File: src/rtl/sky_fetch_stage_if.sv
// Instruction-memory request/response bus between the fetch stage (master)
// and the instruction memory (slave).
interface sky_fetch_stage_if;
  logic        imem_req_valid;
  logic        imem_req_ready;
  logic [31:0] imem_addr;
  logic        imem_rsp_valid;
  logic [31:0] imem_rsp_data;

  modport master (
    output imem_req_valid,
    output imem_addr,
    input  imem_req_ready,
    input  imem_rsp_valid,
    input  imem_rsp_data
  );

  modport slave (
    input  imem_req_valid,
    input  imem_addr,
    output imem_req_ready,
    output imem_rsp_valid,
    output imem_rsp_data
  );
endinterface

File: src/rtl/sky_fetch_stage.sv
// Instruction fetch stage: credit-limited request issue, PC tag queue,
// response buffer feeding registered decode outputs, redirect flush/discard.
module sky_fetch_stage #(
  parameter logic [31:0] RESET_PC  = 32'h0000_0000,
  parameter int unsigned BUF_DEPTH = 2
) (
  input  logic              clk,
  input  logic              reset_n,
  input  logic              stall,
  input  logic              redirect_valid,
  input  logic [31:0]       redirect_pc,
  sky_fetch_stage_if.master imem,
  output logic [31:0]       pc_out,
  output logic [31:0]       instruction,
  output logic              inst_valid
);
  localparam int unsigned PW = $clog2(BUF_DEPTH);
  localparam int unsigned CW = PW + 1;
  localparam logic [CW-1:0] DEPTH_C = CW'(BUF_DEPTH);

  logic [31:0]   fetch_pc_q, fetch_pc_d;
  logic [CW-1:0] in_flight_q, in_flight_d;
  logic [CW-1:0] discard_q, discard_d;
  logic [CW-1:0] buf_cnt_q, buf_cnt_d;
  logic [PW-1:0] buf_wp_q, buf_wp_d, buf_rp_q, buf_rp_d;
  logic [PW-1:0] tag_wp_q, tag_wp_d, tag_rp_q, tag_rp_d;
  logic [31:0]   pc_out_q, pc_out_d;
  logic [31:0]   inst_q, inst_d;
  logic          vld_q, vld_d;

  logic [31:0]   buf_pc_q   [BUF_DEPTH];
  logic [31:0]   buf_inst_q [BUF_DEPTH];
  logic [31:0]   tag_pc_q   [BUF_DEPTH];

  logic [CW-1:0] occupancy;
  logic          accept, rsp_live, rsp_keep;
  logic          buf_we, tag_we, pop, bypass;

  // Outstanding plus buffered never exceeds the buffer, so every response has a slot.
  assign occupancy           = in_flight_q + buf_cnt_q;
  assign imem.imem_req_valid = reset_n && !redirect_valid && (occupancy < DEPTH_C);
  assign imem.imem_addr      = fetch_pc_q;
  assign accept              = imem.imem_req_valid && imem.imem_req_ready;
  assign rsp_live            = imem.imem_rsp_valid && (in_flight_q != '0);
  assign rsp_keep            = rsp_live && (discard_q == '0);

  assign pc_out      = pc_out_q;
  assign instruction = inst_q;
  assign inst_valid  = vld_q;

  always_comb begin
    fetch_pc_d  = fetch_pc_q;
    in_flight_d = in_flight_q;
    discard_d   = discard_q;
    buf_cnt_d   = buf_cnt_q;
    buf_wp_d    = buf_wp_q;
    buf_rp_d    = buf_rp_q;
    tag_wp_d    = tag_wp_q;
    tag_rp_d    = tag_rp_q;
    pc_out_d    = pc_out_q;
    inst_d      = inst_q;
    vld_d       = vld_q;
    buf_we      = 1'b0;
    tag_we      = 1'b0;
    pop         = 1'b0;
    bypass      = 1'b0;

    if (redirect_valid) begin
      fetch_pc_d  = redirect_pc;
      buf_cnt_d   = '0;
      buf_wp_d    = '0;
      buf_rp_d    = '0;
      tag_wp_d    = '0;
      tag_rp_d    = '0;
      inst_d      = '0;
      vld_d       = 1'b0;
      // Everything still outstanding after this cycle belongs to the old path.
      in_flight_d = in_flight_q - CW'(rsp_live);
      discard_d   = in_flight_d;
    end else begin
      if (accept) begin
        tag_we     = 1'b1;
        tag_wp_d   = tag_wp_q + PW'(1);
        fetch_pc_d = fetch_pc_q + 32'd4;
      end
      if (rsp_keep) begin
        tag_rp_d = tag_rp_q + PW'(1);
      end else if (rsp_live) begin
        discard_d = discard_q - CW'(1);
      end
      in_flight_d = in_flight_q + CW'(accept) - CW'(rsp_live);

      if (!stall) begin
        if (buf_cnt_q != '0) begin
          pc_out_d = buf_pc_q[buf_rp_q];
          inst_d   = buf_inst_q[buf_rp_q];
          vld_d    = 1'b1;
          pop      = 1'b1;
          buf_rp_d = buf_rp_q + PW'(1);
        end else if (rsp_keep) begin
          pc_out_d = tag_pc_q[tag_rp_q];
          inst_d   = imem.imem_rsp_data;
          vld_d    = 1'b1;
          bypass   = 1'b1;
        end else begin
          inst_d = '0;
          vld_d  = 1'b0;
        end
      end

      if (rsp_keep && !bypass) begin
        buf_we   = 1'b1;
        buf_wp_d = buf_wp_q + PW'(1);
      end
      buf_cnt_d = buf_cnt_q + CW'(buf_we) - CW'(pop);
    end
  end

  always_ff @(posedge clk or negedge reset_n) begin
    if (!reset_n) begin
      fetch_pc_q  <= RESET_PC;
      in_flight_q <= '0;
      discard_q   <= '0;
      buf_cnt_q   <= '0;
      buf_wp_q    <= '0;
      buf_rp_q    <= '0;
      tag_wp_q    <= '0;
      tag_rp_q    <= '0;
      pc_out_q    <= '0;
      inst_q      <= '0;
      vld_q       <= 1'b0;
    end else begin
      fetch_pc_q  <= fetch_pc_d;
      in_flight_q <= in_flight_d;
      discard_q   <= discard_d;
      buf_cnt_q   <= buf_cnt_d;
      buf_wp_q    <= buf_wp_d;
      buf_rp_q    <= buf_rp_d;
      tag_wp_q    <= tag_wp_d;
      tag_rp_q    <= tag_rp_d;
      pc_out_q    <= pc_out_d;
      inst_q      <= inst_d;
      vld_q       <= vld_d;
    end
  end

  // Storage arrays carry no reset; validity is tracked by the counters and pointers.
  always_ff @(posedge clk) begin
    if (buf_we) begin
      buf_pc_q[buf_wp_q]   <= tag_pc_q[tag_rp_q];
      buf_inst_q[buf_wp_q] <= imem.imem_rsp_data;
    end
    if (tag_we) begin
      tag_pc_q[tag_wp_q] <= fetch_pc_q;
    end
  end
endmodule
File: src/flat_wrapper.sv
// flat-port wrapper written by rule: the top's interface ports become plain ports
module sky_fetch_stage_flat 
#(
  parameter logic [31:0] RESET_PC  = 32'h0000_0000,
  parameter int unsigned BUF_DEPTH = 2
)
  (clk, reset_n, stall, redirect_valid, redirect_pc, pc_out, instruction, inst_valid, imem_imem_req_valid, imem_imem_addr, imem_imem_req_ready, imem_imem_rsp_valid, imem_imem_rsp_data);
  sky_fetch_stage_if imem_i ();
  input  logic clk;
  input  logic reset_n;
  input  logic stall;
  input  logic redirect_valid;
  input  logic [31:0] redirect_pc;
  output logic [31:0] pc_out;
  output logic [31:0] instruction;
  output logic inst_valid;
  output wire logic [$bits(imem_i.imem_req_valid)-1:0] imem_imem_req_valid;
  output wire logic [$bits(imem_i.imem_addr)-1:0] imem_imem_addr;
  input wire logic [$bits(imem_i.imem_req_ready)-1:0] imem_imem_req_ready;
  input wire logic [$bits(imem_i.imem_rsp_valid)-1:0] imem_imem_rsp_valid;
  input wire logic [$bits(imem_i.imem_rsp_data)-1:0] imem_imem_rsp_data;
  assign imem_imem_req_valid = imem_i.imem_req_valid;
  assign imem_imem_addr = imem_i.imem_addr;
  assign imem_i.imem_req_ready = imem_imem_req_ready;
  assign imem_i.imem_rsp_valid = imem_imem_rsp_valid;
  assign imem_i.imem_rsp_data = imem_imem_rsp_data;
  sky_fetch_stage #(.RESET_PC(RESET_PC), .BUF_DEPTH(BUF_DEPTH)) u_core (.clk(clk), .reset_n(reset_n), .stall(stall), .redirect_valid(redirect_valid), .redirect_pc(redirect_pc), .imem(imem_i), .pc_out(pc_out), .instruction(instruction), .inst_valid(inst_valid));
endmodule
File: config.mk
export PLATFORM = sky130hd
export DESIGN_NAME = sky_fetch_stage_flat
export DESIGN_NICKNAME = d
export VERILOG_FILES = /design/src/rtl/sky_fetch_stage_if.sv /design/src/rtl/sky_fetch_stage.sv /design/src/flat_wrapper.sv
export SDC_FILE = /design/constraint.sdc
export NUM_CORES = 1
export LEC_CHECK = 0
export BUFFER_PORTS_ARGS = -buffer_cell sky130_fd_sc_hd__buf_4
export CAP_MARGIN = 30
export CORE_MARGIN = 4
export CORE_UTILIZATION = 57
export CTS_BUF_LIST = sky130_fd_sc_hd__clkbuf_16
export CTS_CLUSTER_DIAMETER = 30
export DETAILED_ROUTE_END_ITERATION = 8
export GPL_TIMING_DRIVEN = 0
export MAX_ROUTING_LAYER = met4
export PLACE_DENSITY = 0.89
export SYNTH_ARGS = -nofsm -noshare
export SYNTH_HDL_FRONTEND = slang
export SYNTH_SLANG_ARGS = --single-unit
File: constraint.sdc
create_clock -name clk -period 11.9 [get_ports clk]
set_input_delay 2.38 -clock clk [delete_from_list [all_inputs] [get_ports clk]]
set_output_delay 2.38 -clock clk [all_outputs]
set_load 0.01 [all_outputs]
==> key figures <==
Yosys
  – Synthesized area: 12,300 um2
  – Avg Cell Area, Syn: 13.6 um2
  – Synth Register Bits: 299
  – Netlist cell types: 40
  – Synth top area cells: edfxtp_1 (47%), dfrtp_1 (22%), mux2_2 (6.0%)
  – Synth warn: 0
  – Synth top area share: 46.9%
  – Syn Inst Count: 905
  – Seq/Total Area, Yosys: 68.6%
  – Syn Nets: 981
  – Largest area contributor in the netlist: edfxtp_1

Hold path
  – Hold EP: u_core.pc_out[26]
  – Hold path cells: 2
  – Worst hold path type: flip-flop to flip-flop
  – Min-delay src: u_core.pc_out[26]

Power and ir drop
  – Pwr/cell area: 226 nW/um2
  – Static Leak: 6.00 nW
  – Seq pwr share: 37.8%
  – P_sw: 0.00111 W
  – Combinational share of power: 24.4%
  – Switching part of the total: 31.4%
  – Internal: 0.00242 W
  – Pwr Total: 0.00352 W
  – Clock power frac: 37.9%
  – Max rail drop VDD: 0.122 mV

Route
  – DR WL/cell: 23.0 um
  – Vias: 8,942
  – Number of DRC markers in iteration 0: 877
  – Antenna-violating nets left: 0
  – WL final: 33,200 um
  – First-pass detailed-route iteration total: 5
  – DR vias/cell: 6.20
  – Residual DRC count: 0

Worst setup path
  – R2R Path Start: u_core.in_flight_q[1]
  – Crit Path Max Fanout: 66
  – Crit end category: output port
  – Critical Path Slowest Stage Cell: buf_4
  – CP Data Required Time: 9.52 ns
  – CP startpoint kind: input port
  – Max incr delay on CP: 0.47 ns
  – CP cell instances: buf_4 -> buf_16 -> and3_1 -> buf_4
  – WP depth: 4
  – Worst path arrival time: 3.68 ns
  – Most numerous cell on the critical path: buf_4
  – Kind of critical path: input port to output port
  – Reg2reg end: u_core.tag_pc_q[0][17]
  – CP Buf/Inv Count: 3
  – CP delay by family, top: buffers and inverters
  – FF-to-FF setup slack: 8.81 ns
  – R2R depth: 5

Timing
  – Slew @ Worst Pin: 1.01 ns
  – Final clock skew: 0.0176 ns
  – PnR worst setup slack: 5.84 ns
  – Slew headroom: 32.4%
  – Total negative slack: 0 ns
  – Hold_ws: 0.481 ns
  – F_max: 165 MHz
  – Final Setup Violations: 0
  – RSZ-0062 raised after global routing: no
  – Tcrit/Tclk final: 50.9%
  – Final Hold Viols: 0
  – Slew Viols, Final: 0
  – Crit path time final: 6.06 ns

Layout
  – Layout area overhead: 26.9%
  – Net count, final: 1,205
  – Fin util: 73.8%
  – Sequential cell area: 8440 um2
  – Diodes inserted: 0
  – Filler Cell Count: 1,190
  – Multi-input gate area: 3630 um2
  – Share of cells above drive strength 1: 28.4%

Placed design
  – GPL Wtd Cong: 0.874
  – Port bufs: 167
  – Detail Placement HPWL: 20,700 um
  – Dpl ws: 5.81 ns

Clock network
  – CTS tree: yes
  – CTS HTree Levels: 2
  – Total clock sinks: 299
  – Root Buffer: clkbuf_16
  – Postcts setup bufs: 0
  – Hold buffers post-CTS: 0
  – Post-cts gate resize count: 0
  – Num CTS Buffers: 46
  – Longest Clk Path Bufs: 3
  – Worst-path clk slew: 0.06 ns
  – Latest clock arrival within the worst-skew pair: 0.53 ns

GRT
  – Overflow after GRT: 0
  – Initial antenna violation count: 0
  – Largest net degree at the start of global routing: 67
  – All-Layer GR Usage: 28.4%
  – First-pass GRT wire length: 51,700 um
  – Vias in the first global route: 9,313

Run
  – Max-cap violations: 0

Floorplan
  – Die Ht: 155 um
  – Initial Util: 58.2%
  – Rows: 53
  – Core ar.: 21,200 um2
  – Die area: 24,000 um2
  – Die X: 155 um
  – IO Count: 168

Run status
  – Status: completed
[cell usage after synthesis]
cell and instances:
buf_1 5, dfrtp_1 107, or3_1 4, or2_2 2, or4_1 8, a2111oi_0 4
and4_1 3, o31ai_1 7, nor3b_1 1, clkbuf_1 50, a221oi_1 32, and2_1 9
mux2i_1 33, nand3_1 12, o211ai_1 3, mux2_2 66, xor2_1 11, a221o_1 4
a21oi_1 34, o21a_1 2, nand4_1 11, edfxtp_1 192, a31oi_1 10, o31a_1 3
nor4_1 4, xnor2_1 11, nor2b_1 36, nor3_1 38, buf_2 1, xnor2_2 1
nand2b_1 2, a211o_1 1, nor2_1 59, and3_1 5, nand2_1 67, ha_1 6
a2111o_1 1, inv_1 10, or3_4 1, o21ai_0 49
[cells by family (layout without fill, tap and decap cells)]
kind of cell	after synthesis	after routing	synth area share, %
and+or+nand+nor	262	262	10.4
buffers and inverters	66	328	2.02
AOI/OAI and AO/OA	150	150	7.88
DFF	299	299	68.6
adders and majority gates	6	6	0.610
xor gates and xnor gates	23	23	1.70
muxes	99	99	8.72
[worst min-delay path: cells and delay by family (launching register included)]
family	cells	cell delay, ns
AOI/OAI and AO/OA	1	0.06
DFF	1	0.34
and+or+nand+nor	1	0.05
[worst max-delay path by stage]
stage                                    to            from  slack, ns
floorplan           u_core.buf_inst_q[0][0]  redirect_valid       3.95
global placement    u_core.buf_inst_q[0][6]  redirect_valid       0.76
detailed placement      imem_imem_req_valid         reset_n       5.81
CTS                     imem_imem_req_valid         reset_n       5.79
global route            imem_imem_req_valid         reset_n       5.66
finish                  imem_imem_req_valid         reset_n       5.84
[cell type report]
class / count / area share [%]
inverters: 10 / 0.240
repair buffers: 176 / 8.83
multi-input cells: 540 / 23.2
flip-flops and latches: 299 / 54.1
well taps: 275 / 2.20
plain buffers: 56 / 1.35
clock buffers: 49 / 7.85
clock inverters: 37 / 2.19
[through the flow]
stage / instance area (um2) / instances
floorplan: 12300 / 905
global placement: 13900 / 1347
detailed placement: 14000 / 1356
CTS: 15600 / 1442
global route: 15600 / 1442
finish: 15600 / 1442
[power by group through the flow]
stage          sequential, W  clock (W)  combinational [W]
3_5_place_dp         0.00134          0           0.000825
6_report             0.00133    0.00133           0.000859
4_1_cts              0.00133    0.00133           0.000851
2_1_floorplan        0.00136          0           0.000463
3_3_place_gp         0.00134          0           0.000794
5_1_grt              0.00134    0.00139           0.000928
[placed cells by master (no fill, tap or decap), drive strengths merged, types with 5 or more instances in the layout]
| master | instances |
|---|---|
| nand2 | 67 |
| dfrtp | 107 |
| a221oi | 32 |
| clkbuf | 99 |
| xnor2 | 12 |
| nor2b | 36 |
| nor2 | 59 |
| and3 | 5 |
| buf | 182 |
| inv | 22 |
| or4 | 8 |
| a31oi | 10 |
| edfxtp | 192 |
| mux2i | 33 |
| or3 | 5 |
| and2 | 9 |
| o31ai | 7 |
| mux2 | 66 |
| nor3 | 38 |
| o21ai | 49 |
| clkinv | 16 |
| a21oi | 34 |
| xor2 | 11 |
| nand4 | 11 |
| ha | 6 |
| clkinvlp | 6 |
| nand3 | 12 |
[sequential cells by signal, summed over array words and instances, names as in the netlist]
signal                 count
u_core.tag_rp_q            1
u_core.tag_wp_q            1
u_core.pc_out             32
u_core.buf_wp_q            1
u_core.buf_inst_q         64
u_core.tag_pc_q           64
u_core.buf_cnt_q           2
u_core.buf_rp_q            1
u_core.in_flight_q         2
u_core.imem.imem_addr     32
u_core.inst_valid          1
u_core.buf_pc_q           64
u_core.instruction        32
u_core.discard_q           2
[metal layers]
metal / track usage [%] / share of wire (%) / wire (um) / vias to the layer above
met5: - / 0 / 0 / -
met3: 5.09 / 8.8 / 2940 / 156
li1: - / - / - / 3841
met2: 44.8 / 49 / 16300 / 559
met4: 15.5 / 5.7 / 1890 / 0
met1: 35.3 / 37 / 12100 / 4386
(Power assumes the default switching activity.)
